File: src/rtl/i2s_in_stream_arbiter_pkg.sv
// Shared types and constants for the I2S capture stream arbiter and its pick helper.
// Latency: n/a (declarations only).
// Backpressure: n/a.
package i2s_in_stream_arbiter_pkg;

    typedef enum logic [1:0] {
        IDLE  = 2'd0,
        XFER  = 2'd1,
        ABORT = 2'd2
    } arb_state_t;

    localparam logic [7:0] ABORT_FILL_BYTE     = 8'h00;
    localparam int         ARB_TIMEOUT_DEFAULT = 1024;

    typedef struct packed {
        logic [7:0] dat;
        logic       last;
    } out_beat_t;

endpackage

File: src/rtl/i2s_in_stream_arbiter_rr_priority_pick.sv
// Rotate-and-find-first: first set bit of req strictly after ptr, wrapping CN-1 -> 0.
// Latency: combinational.
// Backpressure: none; pure function of req and ptr.
module rr_priority_pick #(
    parameter int CN  = 16,
    parameter int IDW = $clog2(CN)
) (
    input  logic [CN-1:0]  req,
    input  logic [IDW-1:0] ptr,
    output logic           found,
    output logic [IDW-1:0] idx
);

    int             cand;
    logic [IDW-1:0] cand_idx;

    // Walk from the farthest candidate back to ptr+1 so the nearest hit wins.
    always_comb begin
        found    = 1'b0;
        idx      = '0;
        cand     = 0;
        cand_idx = '0;
        for (int i = CN; i >= 1; i--) begin
            cand     = (int'(ptr) + i) % CN;
            cand_idx = IDW'(cand);
            if (req[cand_idx]) begin
                found = 1'b1;
                idx   = cand_idx;
            end
        end
    end

endmodule

File: src/rtl/i2s_in_stream_arbiter.sv
// Frame-granular round-robin merge of CN byte streams; beats tagged with source index. Optional ARB_TIMEOUT_EN aborts starved frames.
// Latency: 1 cycle input handshake to m_axis_tvalid, plus one IDLE bubble per frame for arbitration.
// Backpressure: single output register; granted channel is ready only while that register is free.
module i2s_in_stream_arbiter
    import i2s_in_stream_arbiter_pkg::*;
#(
    parameter int CN      = 16,
    parameter int IDW     = $clog2(CN),
    parameter int TIMEOUT = ARB_TIMEOUT_DEFAULT
) (
    input  logic            clk,
    input  logic            arst_n,
    input  logic [CN-1:0]   s_axis_tvalid,
    output logic [CN-1:0]   s_axis_tready,
    input  logic [8*CN-1:0] s_axis_tdata,
    input  logic [CN-1:0]   s_axis_tlast,
    output logic            m_axis_tvalid,
    input  logic            m_axis_tready,
    output logic [7:0]      m_axis_tdata,
    output logic            m_axis_tlast,
    output logic [IDW-1:0]  m_axis_tid,
    output logic            m_axis_tuser,
    input  logic [CN-1:0]   i_channel_mask,
    output logic            o_busy,
    output logic [31:0]     o_frame_count
);

    arb_state_t     state;
    logic [IDW-1:0] ptr;
    logic [IDW-1:0] grant;
    logic [IDW-1:0] pick_idx;
    logic           pick_found;
    out_beat_t      out_reg;
    logic           slot_free;
    logic           s_hs;
    logic [7:0]     s_dat_arr [CN];

    rr_priority_pick #(.CN(CN), .IDW(IDW)) u_pick (
        .req   (s_axis_tvalid & i_channel_mask),
        .ptr   (ptr),
        .found (pick_found),
        .idx   (pick_idx)
    );

    always_comb begin
        for (int i = 0; i < CN; i++) begin
            s_dat_arr[i] = s_axis_tdata[8*i +: 8];
        end
    end

    assign slot_free     = !m_axis_tvalid || m_axis_tready;
    assign s_hs          = (state == XFER) && slot_free && s_axis_tvalid[grant];
    assign m_axis_tdata  = out_reg.dat;
    assign m_axis_tlast  = out_reg.last;
    assign o_busy        = (state == XFER);

    always_comb begin
        s_axis_tready = '0;
        if (state == XFER) begin
            s_axis_tready[grant] = slot_free;
        end
    end

`ifdef ARB_TIMEOUT_EN
    logic [31:0] starve_cnt;
    logic        tuser_reg;
    assign m_axis_tuser = tuser_reg;
`else
    assign m_axis_tuser = 1'b0;
`endif

    always_ff @(posedge clk or negedge arst_n) begin
        if (!arst_n) begin
            state         <= IDLE;
            ptr           <= IDW'(CN - 1);
            grant         <= '0;
            out_reg       <= '0;
            m_axis_tvalid <= 1'b0;
            m_axis_tid    <= '0;
            o_frame_count <= '0;
`ifdef ARB_TIMEOUT_EN
            starve_cnt    <= '0;
            tuser_reg     <= 1'b0;
`endif
        end else begin
            if (m_axis_tvalid && m_axis_tready) begin
                m_axis_tvalid <= 1'b0;
                if (out_reg.last) begin
                    o_frame_count <= o_frame_count + 32'd1;
                end
            end
            case (state)
                IDLE: begin
                    if (pick_found) begin
                        grant <= pick_idx;
                        ptr   <= pick_idx;
                        state <= XFER;
`ifdef ARB_TIMEOUT_EN
                        starve_cnt <= '0;
`endif
                    end
                end
                XFER: begin
                    if (s_hs) begin
                        m_axis_tvalid <= 1'b1;
                        out_reg.dat   <= s_dat_arr[grant];
                        out_reg.last  <= s_axis_tlast[grant];
                        m_axis_tid    <= grant;
`ifdef ARB_TIMEOUT_EN
                        tuser_reg     <= 1'b0;
                        starve_cnt    <= '0;
`endif
                        if (s_axis_tlast[grant]) begin
                            state <= IDLE;
                        end
                    end
`ifdef ARB_TIMEOUT_EN
                    else if (!s_axis_tvalid[grant]) begin
                        starve_cnt <= starve_cnt + 32'd1;
                        if (starve_cnt + 32'd1 == 32'(TIMEOUT)) begin
                            state <= ABORT;
                        end
                    end
`endif
                end
`ifdef ARB_TIMEOUT_EN
                ABORT: begin
                    // Close the stalled frame with a flagged filler beat so the packetizer can drop it.
                    if (slot_free) begin
                        m_axis_tvalid <= 1'b1;
                        out_reg.dat   <= ABORT_FILL_BYTE;
                        out_reg.last  <= 1'b1;
                        tuser_reg     <= 1'b1;
                        m_axis_tid    <= grant;
                        starve_cnt    <= '0;
                        state         <= IDLE;
                    end
                end
`endif
                default: state <= IDLE;
            endcase
        end
    end

endmodule

File: config.mk
export PLATFORM = sky130hd
export DESIGN_NAME = i2s_in_stream_arbiter
export DESIGN_NICKNAME = d
export VERILOG_FILES = /design/src/rtl/i2s_in_stream_arbiter_pkg.sv /design/src/rtl/i2s_in_stream_arbiter_rr_priority_pick.sv /design/src/rtl/i2s_in_stream_arbiter.sv
export SDC_FILE = /design/constraint.sdc
export NUM_CORES = 1
export LEC_CHECK = 0
export BUFFER_PORTS_ARGS = -buffer_cell sky130_fd_sc_hd__buf_2
export CAP_MARGIN = 40
export CORE_MARGIN = 10
export CORE_UTILIZATION = 45
export CTS_CLUSTER_SIZE = 10
export DETAILED_ROUTE_END_ITERATION = 8
export PLACE_DENSITY = 0.77
export SLEW_MARGIN = 20
export SYNTH_ARGS = -nofsm -noshare
export SYNTH_HDL_FRONTEND = slang
export SYNTH_HIERARCHICAL = 1
export SYNTH_SLANG_ARGS = --single-unit
File: constraint.sdc
create_clock -name clk -period 3.7 [get_ports clk]
set_clock_uncertainty 0.1 [all_clocks]
set_input_delay 0.185 -clock clk [delete_from_list [all_inputs] [get_ports clk]]
set_output_delay 0.185 -clock clk [all_outputs]
set_load 0.005 [all_outputs]
* Word-level counts from Yosys, hierarchy flattened
Index checks and enable logic that the tools add are counted.
** Word-level totals
- Register bits after elaboration :: 56
- Logic and storage cells :: 143
** Cells by class
- $add $sub $neg :: 17
- Magnitude comparators :: 19
- Equal/unequal tests :: 4
- Muxes and demuxes :: 81
- Bitwise operators :: 3
- Reduce and logical (&&, ||, !) cells :: 11
** Operators with widths (number)
- $lt A4 B5 Y1 const B :: 17
- $bmux W1 S4 :: 18
- $mux W4 :: 16
- $mux W1 :: 38
- $add A32 B1 Y32 const B :: 1
- $add A4 B4 Y4 const B :: 8
- $and A16 B16 Y16 :: 2
- $bmux W8 S4 :: 1
- $add A4 B3 Y4 const B :: 4
- $mux W16 :: 1
- $mux W8 :: 2
- $add A4 B1 Y4 const B :: 2
- $add A4 B2 Y4 const B :: 2
- $mux W2 :: 3
- $reduce_and A2 Y1 :: 3
- $ge A5 B5 Y1 const B :: 1
- $not A4 Y5 :: 1
- $demux W1 S4 :: 1
- $ge A4 B1 Y1 const B :: 1
- $logic_and A1 B1 Y1 :: 4
- $ne A2 B1 Y1 const B :: 2
- $pmux W2 S2 :: 1
- $reduce_and A3 Y1 :: 1
- $eq A2 B1 Y1 const B :: 1
- 4 further kinds :: 4

* Logic depth before layout (Yosys ltp)
- Depth in word-level cells :: 21
- Mapped depth :: 17
- Depth with buffers taken out :: 12

* Modules after synthesis
The synthesis kept the hierarchy.
** Modules (own cells, without submodules)
- i2s_in_stream_arbiter :: instances 1, cells each 296, area an instance 3681.0 um2, sequential area each 1381.3 um2
- rr_priority_pick :: instances 1, cells each 246, area an instance 2039.5 um2, sequential area each 0.0 um2

* Worst setup path after synthesis
OpenSTA, ideal clock, no wires.
- Kind :: register to register
- Start :: register ptr[1]
- End :: register grant[1]
- Setup time :: 0.118 ns
- Data arrival time :: 3.652 ns
- Data required time :: 3.482 ns
- Setup slack :: -0.170 ns
- Cell stages (with the launch flop) :: 15
- Period minus slack after synthesis :: 3.870 ns
- Path through :: dfstp_2 > buf_1 > inv_1 > ha_1 > buf_2 > buf_2 > mux4_2 > mux4_2 > or2_1 > a2111oi_2 > nor4_1 > nor3_1 > a211oi_1 > nand2_1 > nand2_1
** On the way
- Elaborated cells between the ends (all ways) :: 81
- Classes of those cells :: add/sub: 16; mux: 64; reduce/logical: 1
** RTL lines
- from (decl) :: line i2s_in_stream_arbiter.sv:29 : logic [IDW-1:0] ptr;
- from (signal assigned) :: line i2s_in_stream_arbiter.sv:75 : ptr <= IDW'(CN - 1);
- from (signal assigned) :: line i2s_in_stream_arbiter.sv:96 : ptr <= pick_idx;
- $add A4 B1 Y4 :: line i2s_in_stream_arbiter_rr_priority_pick.sv:24 : cand = (int'(ptr) + i) % CN;
- $bmux W1 S4 :: line i2s_in_stream_arbiter_rr_priority_pick.sv:26 : if (req[cand_idx]) begin
- $mux W1 (not written as such) :: line i2s_in_stream_arbiter_rr_priority_pick.sv:26
- $mux W4 (15 in series) :: line i2s_in_stream_arbiter_rr_priority_pick.sv:26
- $mux W4 (*) :: line i2s_in_stream_arbiter_rr_priority_pick.sv:26
- via pick_idx[1] :: line i2s_in_stream_arbiter.sv:31 : logic [IDW-1:0] pick_idx;
- to (signal assigned) :: line i2s_in_stream_arbiter.sv:95 : grant <= pick_idx;
- to (decl) :: line i2s_in_stream_arbiter.sv:30 : logic [IDW-1:0] grant;
Mark *: on every way through the listed nets, which the timed path passes. The rest lies on a longest branch. The select of a mux whose other input is x is not followed.
A chain may end at the register's enable or synchronous reset.

* Final worst setup path
- Start :: register ptr[0]
- End :: register grant[1]
The elaborated chain is that of the path after synthesis.

==> results.md <==
- Seq/Total Area, Yosys: 0.241
- Share of async-settable or async-resettable flops after synthesis: 1.00
- ANT nets after route: 0
- Buffer cell driving the clock tree root: sky130_fd_sc_hd__clkbuf_16
- Average detailed-routed wire length per instance: 21.5 µm
- DRC violations left: 0
- Crit path DAT: 3.61 ns
- Power, Total: 7.06 mW
- Die X: 133 µm
- CP Cell Sequence: inv_2, ha_4, mux4_2, mux4_2, or3_1, a311oi_1, nor4_1, nor3_1, a211oi_1, nand2_1, nand2_1
- Initial antenna violation count: 0
- Via count of the first global-routing pass: 5816
- Power share of the combinational group: 0.783
- Synthesized Nets: 729
- Classification of the worst setup path: reg2reg
- Worst-case headroom to the max-slew limit: 0.484
- Peak VDD IR: 0.544 mV
- Nets@finish: 972
- Setup TNS Final: 0 ns
- Internal portion of total power: 3.68 mW
- Bufs on Longest Clock Path: 2
- Clock tree from TritonCTS: built
- Post-layout minimum cycle time: 3.53 ns
- Area growth from synthesis to layout: 28.5%
- Clock latency reported for the late side of the worst-skew pair: 0.29 ns
- HPWL after DPL: 17300 µm
- Number of enable flip-flop cells after synthesis: 0
- Leading cell types in the layout, fill and taps excluded: 241 x sky130_fd_sc_hd__buf_2, 68 x sky130_fd_sc_hd__mux4_2, 62 x sky130_fd_sc_hd__nand2_1, 49 x sky130_fd_sc_hd__dfrtp_1, 40 x sky130_fd_sc_hd__nor2_1
- Endpoint kind of the worst setup timing path: register
- Worst Path Max Fanout: 9
- Mean Syn Cell Area: 10.6 µm²
- Share of the clock period used by the worst path: 0.953
- Crit path max-delay cell type: sky130_fd_sc_hd__mux4_2
- Post-synthesis register bit count: 55
- Fill cell count: 1079
- Run status: finished, final reports clean
- Wire length of the first global-routing pass: 32300 µm
- Core Util, Final: 0.587
- Crit path launch type: register
- Count of final hold-check violations: 0
- Total Die Area: 17600 µm²
- Final weighted congestion of routability-driven global placement: 1.03
- Final antenna diode count: 0
- Post-placement worst setup slack: 0.0730 ns
- Number of buffers inserted to repair setup after CTS: 0
- Count of synthesis-stage warnings from yosys: 6
- Max Cap Viol: 0
- Critical Path Max Stage Delay: 0.58 ns
- Leakage power of the design: 3.40 nW
- Netlist Area Pre-Place: 5720 µm²
- Maximum level of the CTS H-tree: 2
- I/O pins: 243
- Pwr per Cell Area: 961 nW/µm²
- Power share of the clock group: 0.067
- Slew at the pin with the worst max-slew slack: 0.774 ns
- Detailed-route via count: 5729
- Cells after synthesis: 542
- Final WL: 20600 µm
- Cell family contributing the most delay on the critical path: multiplexers
- Switching fraction of total power: 0.479
- Clock sink count: 55
- Number of buffers added by the clock tree synthesis step: 5
- Via-to-Cell Ratio: 5.98
- Post-CTS clock slew at the launch and capture registers of the worst setup and hold paths: 0.07 ns
- Total overflow reported by the global router: 0
- Iter 0 DRT Violations: 542
- Number of buffers added on ports: 241
- Core region area: 12500 µm²
- Overall routing resource usage: 0.225
- Final number of max-transition violations: 0
- Layout cell share with drive strength beyond 1: 0.499
- Hold Path Class: in2reg
- Most common cell after layout, fill and taps aside: sky130_fd_sc_hd__buf_2
- Unique masters post-synth: 68
- Power spent charging and discharging nets: 3.39 mW
- PnR worst setup slack: 0.173 ns
- FP Rows: 41
- Data required time at the worst endpoint: 3.78 ns
- Initial Util: 0.457
- Portion of total power attributed to sequential cells: 0.150
- Final-report setup violation count: 0
- Timing-limited maximum frequency: 284 MHz
- Detailed Routing Iterations Pass 1: 7
- Die height: 133 µm
- Ys flop type: sky130_fd_sc_hd__dfrtp_1
- Largest net degree at the start of global routing: 56
- CP Buf/Inv Count: 1
==> metrics by stage <==
step / area (µm²) / instances / hold slack [ns]
2_1_floorplan: 5730 / 542 / -0.211
3_3_place_gp: 7150 / 949 / 0.255
3_5_place_dp: 7150 / 949 / 0.260
4_1_cts: 7310 / 958 / 0.273
5_1_grt: 7350 / 958 / 0.303
6_report: 7350 / 958 / 0.271
==> cell usage after synthesis, types with 2 or more instances <==
cell type,count,area share
sky130_fd_sc_hd__ha_1,8,0.017
sky130_fd_sc_hd__nor4_1,2,0.0022
sky130_fd_sc_hd__o21ai_0,9,0.0079
sky130_fd_sc_hd__inv_1,11,0.0072
sky130_fd_sc_hd__and4_1,5,0.0077
sky130_fd_sc_hd__inv_2,2,0.0013
sky130_fd_sc_hd__xnor2_1,32,0.049
sky130_fd_sc_hd__mux2i_1,25,0.044
sky130_fd_sc_hd__a21oi_1,19,0.017
sky130_fd_sc_hd__o21ai_1,2,0.0017
sky130_fd_sc_hd__buf_2,10,0.0087
sky130_fd_sc_hd__buf_1,5,0.0033
sky130_fd_sc_hd__o211ai_1,4,0.0052
sky130_fd_sc_hd__a31oi_1,2,0.0022
sky130_fd_sc_hd__nand2_1,62,0.041
sky130_fd_sc_hd__nor2_1,40,0.026
sky130_fd_sc_hd__dfrtp_1,51,0.22
sky130_fd_sc_hd__nand4b_1,2,0.0031
sky130_fd_sc_hd__a311oi_1,2,0.0031
sky130_fd_sc_hd__a22oi_1,2,0.0026
sky130_fd_sc_hd__mux4_2,68,0.27
sky130_fd_sc_hd__xor2_1,11,0.017
sky130_fd_sc_hd__buf_4,3,0.0039
sky130_fd_sc_hd__a211o_1,2,0.0031
sky130_fd_sc_hd__nand3b_1,2,0.0026
sky130_fd_sc_hd__buf_6,4,0.0079
sky130_fd_sc_hd__xnor2_2,2,0.0057
sky130_fd_sc_hd__nand2b_1,7,0.0077
sky130_fd_sc_hd__dfstp_2,4,0.018
sky130_fd_sc_hd__nor3_1,16,0.014
sky130_fd_sc_hd__nand4_1,11,0.012
sky130_fd_sc_hd__or3_1,3,0.0033
sky130_fd_sc_hd__nand3_1,18,0.016
sky130_fd_sc_hd__nor2b_1,2,0.0022
sky130_fd_sc_hd__clkbuf_1,7,0.0046
sky130_fd_sc_hd__o22ai_1,5,0.0055
sky130_fd_sc_hd__and2_1,17,0.019
sky130_fd_sc_hd__mux2_2,25,0.049
sky130_fd_sc_hd__a211oi_1,6,0.0079
sky130_fd_sc_hd__and3_1,6,0.0066
==> timing repair <==
action | CTS | global route
hold buffers | 1 | 0
endpoints found under the setup margin | 0 | 6
endpoints found under the hold margin | 51 | 0
gates resized for setup | 0 | 6
==> sequential cells by signal, summed over array words and instances, names as in the netlist <==
signal	cells
ptr	4
grant	4
m_axis_tlast	1
m_axis_tvalid	1
state	1
o_frame_count	32
m_axis_tdata	8
m_axis_tid	4
==> worst reg2reg max path, stage by stage, from the launching register on <==
cell and delay (ns):
sky130_fd_sc_hd__dfstp_2 0.54, sky130_fd_sc_hd__inv_2 0.07, sky130_fd_sc_hd__ha_4 0.36, sky130_fd_sc_hd__mux4_2 0.58, sky130_fd_sc_hd__mux4_2 0.54, sky130_fd_sc_hd__or3_1 0.32
sky130_fd_sc_hd__a311oi_1 0.26, sky130_fd_sc_hd__nor4_1 0.10, sky130_fd_sc_hd__nor3_1 0.25, sky130_fd_sc_hd__a211oi_1 0.13, sky130_fd_sc_hd__nand2_1 0.11, sky130_fd_sc_hd__nand2_1 0.05
==> power by group through the flow <==
stage | combinational (mW) | clock, mW | sequential [mW]
floorplan | 4.13 | 0 | 0.894
global placement | 5.30 | 0 | 1.05
detailed placement | 5.31 | 0 | 1.06
CTS | 5.34 | 0.484 | 1.05
global route | 5.96 | 0.512 | 1.10
finish | 5.53 | 0.477 | 1.06
==> logic make-up (layout without fill, tap and decap cells) <==
family                     count (synthesis)  count (layout)  share of synthesized area
DFF                                       55              55                      0.241
xor gates and xnor gates                  45              45                     0.0715
and+or+nand+nor                          198             198                      0.169
buffers and inverters                     43             287                     0.0405
muxes                                    121             121                      0.370
AOI/OAI and AO/OA                         71              71                     0.0897
other                                      1               1                   0.000656
adders and majority gates                  8               8                     0.0175
==> final timing paths <==
path	start	to	slack (ns)	depth (start not counted)
max	ptr[0]$_DFFE_PN1P_	grant[1]$_DFFE_PN0P_	0.17	11
min	m_axis_tready	m_axis_tvalid$_DFF_PN0_	0.27	3
max reg2reg	ptr[0]$_DFFE_PN1P_	grant[1]$_DFFE_PN0P_	0.17	11
min reg2reg	o_frame_count[31]$_DFFE_PN0P_	o_frame_count[31]$_DFFE_PN0P_	0.38	1
max in group asynchronous	arst_n	grant[0]$_DFFE_PN0P_	2.55	3
min in group asynchronous	arst_n	o_frame_count[13]$_DFFE_PN0P_	0.44	3
==> area by class of cell <==
| cell class | count | area (µm²) | area share |
|---|---|---|---|
| Multi-Input combinational cell | 444 | 4130 | 0.563 |
| Timing Repair Buffer | 266 | 1410 | 0.192 |
| Sequential cell | 55 | 1390 | 0.189 |
| Tap cell | 172 | 215 | 0.0293 |
| Clock buffer | 5 | 125 | 0.0170 |
| Inverter | 13 | 48.8 | 0.00664 |
| Clock inverter | 3 | 25.0 | 0.00341 |
==> layer usage <==
| layer | share of wire | global-route usage | up-vias |
|---|---|---|---|
| li1 | - | - | 2563 |
| met2 | 0.48 | 0.373 | 411 |
| met3 | 0.10 | 0.0628 | 55 |
| met1 | 0.38 | 0.276 | 2700 |
| met5 | 0 | 0 | - |
| met4 | 0.033 | 0.0721 | 0 |
No activity file was read; power rests on OpenSTA's default activity.
